[config.mk]
export PLATFORM = sky130hd
export DESIGN_NAME = seg7_scan_ctrl
export DESIGN_NICKNAME = d
export VERILOG_FILES = /design/src/rtl/seg7_scan_ctrl.sv
export SDC_FILE = /design/constraint.sdc
export NUM_CORES = 1
export LEC_CHECK = 0
export ABC_CLOCK_PERIOD_IN_PS = 7090
export CAP_MARGIN = 30
export CORE_ASPECT_RATIO = 2
export CORE_MARGIN = 2
export CORE_UTILIZATION = 55
export CTS_CLUSTER_SIZE = 40
export DETAILED_ROUTE_END_ITERATION = 8
export PLACE_DENSITY = 0.78
export SYNTH_ARGS = -nofsm -noshare
export SYNTH_HDL_FRONTEND = slang
export SYNTH_SLANG_ARGS = --single-unit
[constraint.sdc]
create_clock -name clk -period 7.09 [get_ports clk]
set_input_delay 1.418 -clock clk [delete_from_list [all_inputs] [get_ports clk]]
set_output_delay 1.418 -clock clk [all_outputs]
set_load 0.01 [all_outputs]
[src/rtl/seg7_scan_ctrl.sv]
// Multiplexed 4-digit 7-segment scan controller: time-slots each digit into a blank
// phase then a show phase, with double-buffered BCD load and leading-zero suppression.
module seg7_scan_ctrl #(
  parameter int DIGIT_TICKS = 50000,
  parameter int BLANK_TICKS = 2000
) (
  input  logic        clk,
  input  logic        rst_n,
  input  logic        en,
  input  logic        lz_en,
  input  logic        load_valid,
  input  logic [15:0] load_data,
  output logic        load_ready,
  output logic [3:0]  bcd,
  output logic [3:0]  an_n,
  output logic        frame_done
);

  localparam int TW = (DIGIT_TICKS > 2) ? $clog2(DIGIT_TICKS) : 1;
  localparam logic [TW-1:0] TICK_LAST  = TW'(DIGIT_TICKS - 1);
  localparam logic [TW-1:0] BLANK_LAST = TW'(BLANK_TICKS - 1);

  typedef enum logic [1:0] {IDLE, BLANK, SHOW} state_e;

  state_e        state_q, state_d;
  logic [TW-1:0] tick_q, tick_d;
  logic [1:0]    dig_q, dig_d;
  logic [15:0]   active_q, active_d;
  logic [15:0]   pend_q, pend_d;
  logic          pend_v_q, pend_v_d;
  logic [3:0]    bcd_q, bcd_d;
  logic [3:0]    an_q, an_d;

  logic          load_accept;
  logic          commit;
  logic [15:0]   upper;
  logic          suppress;

  always_ff @(posedge clk or negedge rst_n) begin
    if (!rst_n) begin
      state_q  <= IDLE;
      tick_q   <= '0;
      dig_q    <= '0;
      active_q <= '0;
      pend_q   <= '0;
      pend_v_q <= 1'b0;
      bcd_q    <= 4'h0;
      an_q     <= 4'hF;
    end else begin
      state_q  <= state_d;
      tick_q   <= tick_d;
      dig_q    <= dig_d;
      active_q <= active_d;
      pend_q   <= pend_d;
      pend_v_q <= pend_v_d;
      bcd_q    <= bcd_d;
      an_q     <= an_d;
    end
  end

  // Scan sequencing; dropping en always wins and rewinds the scan to digit 0.
  always_comb begin
    state_d = state_q;
    tick_d  = tick_q;
    dig_d   = dig_q;
    if (!en) begin
      state_d = IDLE;
      tick_d  = '0;
      dig_d   = '0;
    end else begin
      case (state_q)
        IDLE: begin
          state_d = BLANK;
          tick_d  = '0;
          dig_d   = '0;
        end
        BLANK: begin
          tick_d = tick_q + 1'b1;
          if (tick_q == BLANK_LAST) state_d = SHOW;
        end
        SHOW: begin
          if (tick_q == TICK_LAST) begin
            state_d = BLANK;
            tick_d  = '0;
            dig_d   = dig_q + 2'd1;
          end else begin
            tick_d = tick_q + 1'b1;
          end
        end
        default: begin
          state_d = IDLE;
          tick_d  = '0;
          dig_d   = '0;
        end
      endcase
    end
  end

  assign frame_done  = (state_q == SHOW) && (dig_q == 2'd3) && (tick_q == TICK_LAST);
  assign load_ready  = ~pend_v_q;
  assign load_accept = load_valid & ~pend_v_q;
  // A pending value only ever commits on a frame boundary, or straight away while idle.
  assign commit      = pend_v_q & (frame_done | (state_q == IDLE));

  always_comb begin
    active_d = commit ? pend_q : active_q;
    pend_d   = load_accept ? load_data : pend_q;
    pend_v_d = pend_v_q;
    if (load_accept)  pend_v_d = 1'b1;
    else if (commit)  pend_v_d = 1'b0;
  end

  // Outputs are computed from next-state values so the registered bcd/an_n line up
  // with the state they describe; bcd leads the anode by the whole blank phase.
  always_comb begin
    upper    = active_d >> {dig_d, 2'b00};
    suppress = lz_en && (dig_d != 2'd0) && (upper == 16'h0000);
    bcd_d    = (state_d == IDLE) ? 4'h0 : upper[3:0];
    an_d     = 4'hF;
    if ((state_d == SHOW) && !suppress) an_d = ~(4'b0001 << dig_d);
  end

  assign bcd  = bcd_q;
  assign an_n = an_q;

endmodule

* Yosys cells after proc, flatten, opt, wreduce, memory -nomap -nowiden
Index checks and enable logic that the tools add are counted.
** Storage, ports and cells
- Register bits :: 61
** Operators by class
- $add $sub $neg :: 2
- Equality and inequality tests :: 6
- Shift-type cells :: 2
- Multiplexer cells :: 15
- Bitwise operators :: 5
- Reduce and logical (&&, ||, !) cells :: 11
** Operator list (count)
- $mux W16 :: 3
- $pmux W16 S2 :: 1
- $add A16 B1 Y16 const B :: 1
- $eq A16 B11 Y1 const B :: 1
- $eq A16 B16 Y1 const B :: 1
- $logic_not A16 Y1 :: 1
- $shr A16 B4 Y16 :: 1
- $mux W2 :: 5
- $mux W4 :: 2
- $eq A2 B2 Y1 const B :: 3
- $pmux W2 S3 :: 1
- $logic_and A1 B1 Y1 :: 5
- $logic_not A2 Y1 :: 2
- $not A4 Y4 :: 1
- $pmux W2 S2 :: 1
- $reduce_bool A2 Y1 :: 2
- $shl A1 B2 Y4 const A :: 1
- $add A2 B1 Y2 const B :: 1
- $and A1 B1 Y1 :: 2
- $eq A2 B1 Y1 const B :: 1
- $mux W1 :: 2
- $logic_not A1 Y1 :: 1
- $not A1 Y1 :: 1
- $or A1 B1 Y1 :: 1

* Depth between registers and ports, before layout
- Depth after elaboration :: 12
- Gate-level depth with buffers :: 12
- Mapped depth without buffers :: 10

* Worst setup path before layout
Ideal clock, no wire load.
- Path type :: register to output
- Start :: register tick_q[11]
- End :: output port frame_done
- Data arrival time :: 1.915 ns
- Required time :: 5.672 ns
- Slack :: 3.757 ns
- Cell stages (with the launch flop) :: 6
- Cells stage by stage :: dfrtp_1 or4_4 or4_4 buf_6 buf_6 nor2_1
** Between the ends
- Cells in the longest elaborated chain, start to end :: 2
** Ends and longest elaborated chain
- start: declaration :: line 26 : logic [TW-1:0] tick_q, tick_d;
- start signal: assignment :: line 51 : tick_q <= tick_d;
- $eq A16 B16 Y1 :: line 99 : assign frame_done = (state_q == SHOW) && (dig_q == 2'd3) && (tick_q == TICK_LAST);
- $logic_and A1 B1 Y1 :: line 99
- end: declaration :: line 16 : output logic frame_done
No other way between the ends.

* Worst setup path after layout
Ends and elaborated chain as after synthesis.

==> impl_metrics.yaml <==
status:
  status: "completed"
timing:
  finalSetupTns_ns: 0
  fin_crit_sh_pct: 57.82
  worst_clock_skew_ns: 0.007614
  fmax_ghz: 0.2439
  rsz0062_at_grt: "no"
  period_needed_ns: 4.100
  setup_violations: 0
  tightest_slew_ns: 0.9684
  maxSlewHeadroom_pct: 34.90
  hold_viol_final: 0
  slew_violations: 0
die:
  coreArea_um2: 5373
  pin_count: 31
  die_w_um: 56.67
  start_util_pct: 56.80
  fp.dieH_um: 109.3
  die_area_um2: 6196
  core.rowCount: 38
place:
  placed_area_um2: 3361
  port_buffers: 30
  hpwlAfterDp_mm: 4.701
  globalplace.congestion: 0.8728
layout:
  fill_cells: 439
  num-nets-final: 342
  multi_input_area_um2: 1390
  area_delta_synth_final_pct: 17.14
  drive_gt1_share_pct: 17.81
  regArea_um2: 1531
  n_antenna_cell: 0
  fin_area_um2: 3575
logic_synthesis:
  synth_commonest_cells: "57 x dfrtp_1, 30 x nor2_1, 23 x mux2_2"
  synth_cell_types: 51
  synth-seq-area-share_pct: 50.18
  syn_inst: 285
  synth_top_area_cell: "dfrtp_1"
  ys_ff_latch: 61
  synthDominantCellAreaShare_pct: 46.74
  synth_area_um2: 3052
  synth_fp_nets: 312
  synth_edf_count: 0
  yosys_most_used_dff: "dfrtp_1"
  ys_top_cells_by_area: "dfrtp_1 47%, mux2_2 8.5%, nor2_1 3.7%, dfstp_2 3.4%, mux2i_1 2.6%"
  yosysWarnings: 0
  yosysMostFrequentCell: "dfrtp_1"
  syn_avg_cell_area_um2: 10.71
  async_flop_share_pct: 100.0
grt:
  first_global_vias: 2431
  grtUsageTotal_pct: 23.47
  grt_antenna_before_repair: 0
  grt_max_degree: 62
  grt_overflow: 0
  grt_pass1_wl_mm: 10.99
power_and_ir_drop:
  p_leak_nw: 1.473
  power_mw: 0.9498
  powerDensity_nw_per_um2: 265.7
  ir_worst_vdd_mv: 0.2274
clock_network:
  cts_buffers: 9
  clk_latency_ns: 0.34
  root_buffer: "clkbuf_8"
  clock_sinks: 61
  cts_tree: "built"
  clkSlewWorstSetupHoldPaths_ns: 0.07
  max-clock-path-buffers: 2
  htree_levels: 3
  postCtsSetupBuffers: 0
  cts-resized-gates: 0
  hold_buffers: 0
worst_hold_path:
  hold_end: "tick_q[0]"
  hp-class: "register to register"
  hold_depth: 1
  holdCritStartpoint: "tick_q[0]"
setup_path:
  critPathArrivalTime_ns: 2.68
  worst_r2r_startpoint: "tick_q[11]"
  path_class: "register to output port"
  crit_path_end_kind: "output port"
  reg2reg_to: "an_n[1]"
  reg2reg_depth: 9
  crit_start: "tick_q[11]"
  required_ns: 5.67
  setup.worst_path.start_class: "register"
  ff2ff_setup_slack_ns: 3.50
  crit_fanout: 15
routing:
  antenna_left: 0
  drtIter0Drc: 162
  drt-pass1-iter-count: 6
  wl_mm: 6.590
  wire_per_inst_um: 17.34
  drc: 0
  routed-via-count: 2313
  vias_per_cell: 6.087
flow_run:
  drv_cap: 0
-- stage by stage --
| stage | hold slack (ns) | setup WS, ns | util (%) | cells |
|---|---|---|---|---|
| finish | 0.4562 | 2.990 | 66.53 | 380 |
| global route | 0.4797 | 2.907 | 66.53 | 380 |
| CTS | 0.4613 | 2.973 | 66.53 | 380 |
| detailed placement | 0.4522 | 3.358 | 62.55 | 364 |
| global placement | 0.4350 | 3.366 | 62.55 | 364 |
| floorplan | 0.4251 | 3.757 | - | 285 |
-- placed cells by master, fill, tap and decap left out, types with 4 or more instances in the layout --
master,Yosys,final
dfstp_2,4,4
inv_1,11,11
dfrtp_1,57,57
ha_1,6,6
nor3_1,7,7
xor2_1,7,7
nand4_1,10,10
and3_1,4,4
nand3_1,16,16
a222oi_1,6,6
mux2i_1,8,8
nor2b_1,8,8
xnor2_1,7,7
nor2_1,30,30
a21oi_1,6,6
mux2_2,23,23
clkbuf_8,0,9
nand2_1,20,20
clkdlybuf4s50_1,0,29
-- routing by layer --
| metal | global-route usage [%] | vias to the layer above | wire length (um) |
|---|---|---|---|
| met5 | 0 | - | 0 |
| met1 | 24.84 | 1142 | 2391 |
| met4 | 17.86 | 0 | 344 |
| met2 | 40.78 | 66 | 3629 |
| li1 | - | 1080 | - |
| met3 | 3.882 | 25 | 225 |
-- sequential cells by signal (all words and copies together) (netlist names) --
name,cells
dig_q,2
pend_q,16
bcd,4
active_q,16
an_n,4
tick_q,16
state_q,2
pend_v_q,1
-- power by group --
part / total, mW / switching [mW] / internal (mW)
clock: 0.332 / 0.136 / 0.196
combinational: 0.173 / 0.0813 / 0.0913
sequential: 0.446 / 0.0402 / 0.405
-- worst max path at each step --
stage / to / slack [ns] / cells past startpoint
detailed placement: frame_done / 3.36 / 4
finish: frame_done / 2.99 / 4
global route: frame_done / 2.91 / 4
floorplan: frame_done / 3.76 / 5
global placement: frame_done / 3.37 / 4
CTS: frame_done / 2.97 / 4
-- logic make-up (layout without fill, tap and decap cells) --
logic type / Yosys count / in the layout / share of synthesized area (%)
buffers and inverters: 26 / 61 / 4.264
xor gates and xnor gates: 14 / 14 / 4.018
adders and majority gates: 6 / 6 / 2.460
muxes: 31 / 31 / 11.11
AOI/OAI and AO/OA: 33 / 33 / 8.693
and+or+nand+nor: 114 / 114 / 19.27
DFF: 61 / 61 / 50.18
-- critical path, stage by stage, from the launching register on --
cell and delay [ns]:
dfrtp_1 0.43, or4_4 0.55, or4_4 0.68, nor2_1 0.14, clkdlybuf4s50_1 0.54
-- cell type report --
class | count | share of cell area, %
timing repair buffer | 32 | 8.680
multi-input combinational | 198 | 38.89
clock inverter | 7 | 2.520
tap | 60 | 2.100
clock buffer | 9 | 3.465
inverter | 13 | 1.505
sequential | 61 | 42.84
Note: power is estimated with default switching activity, not from simulation.
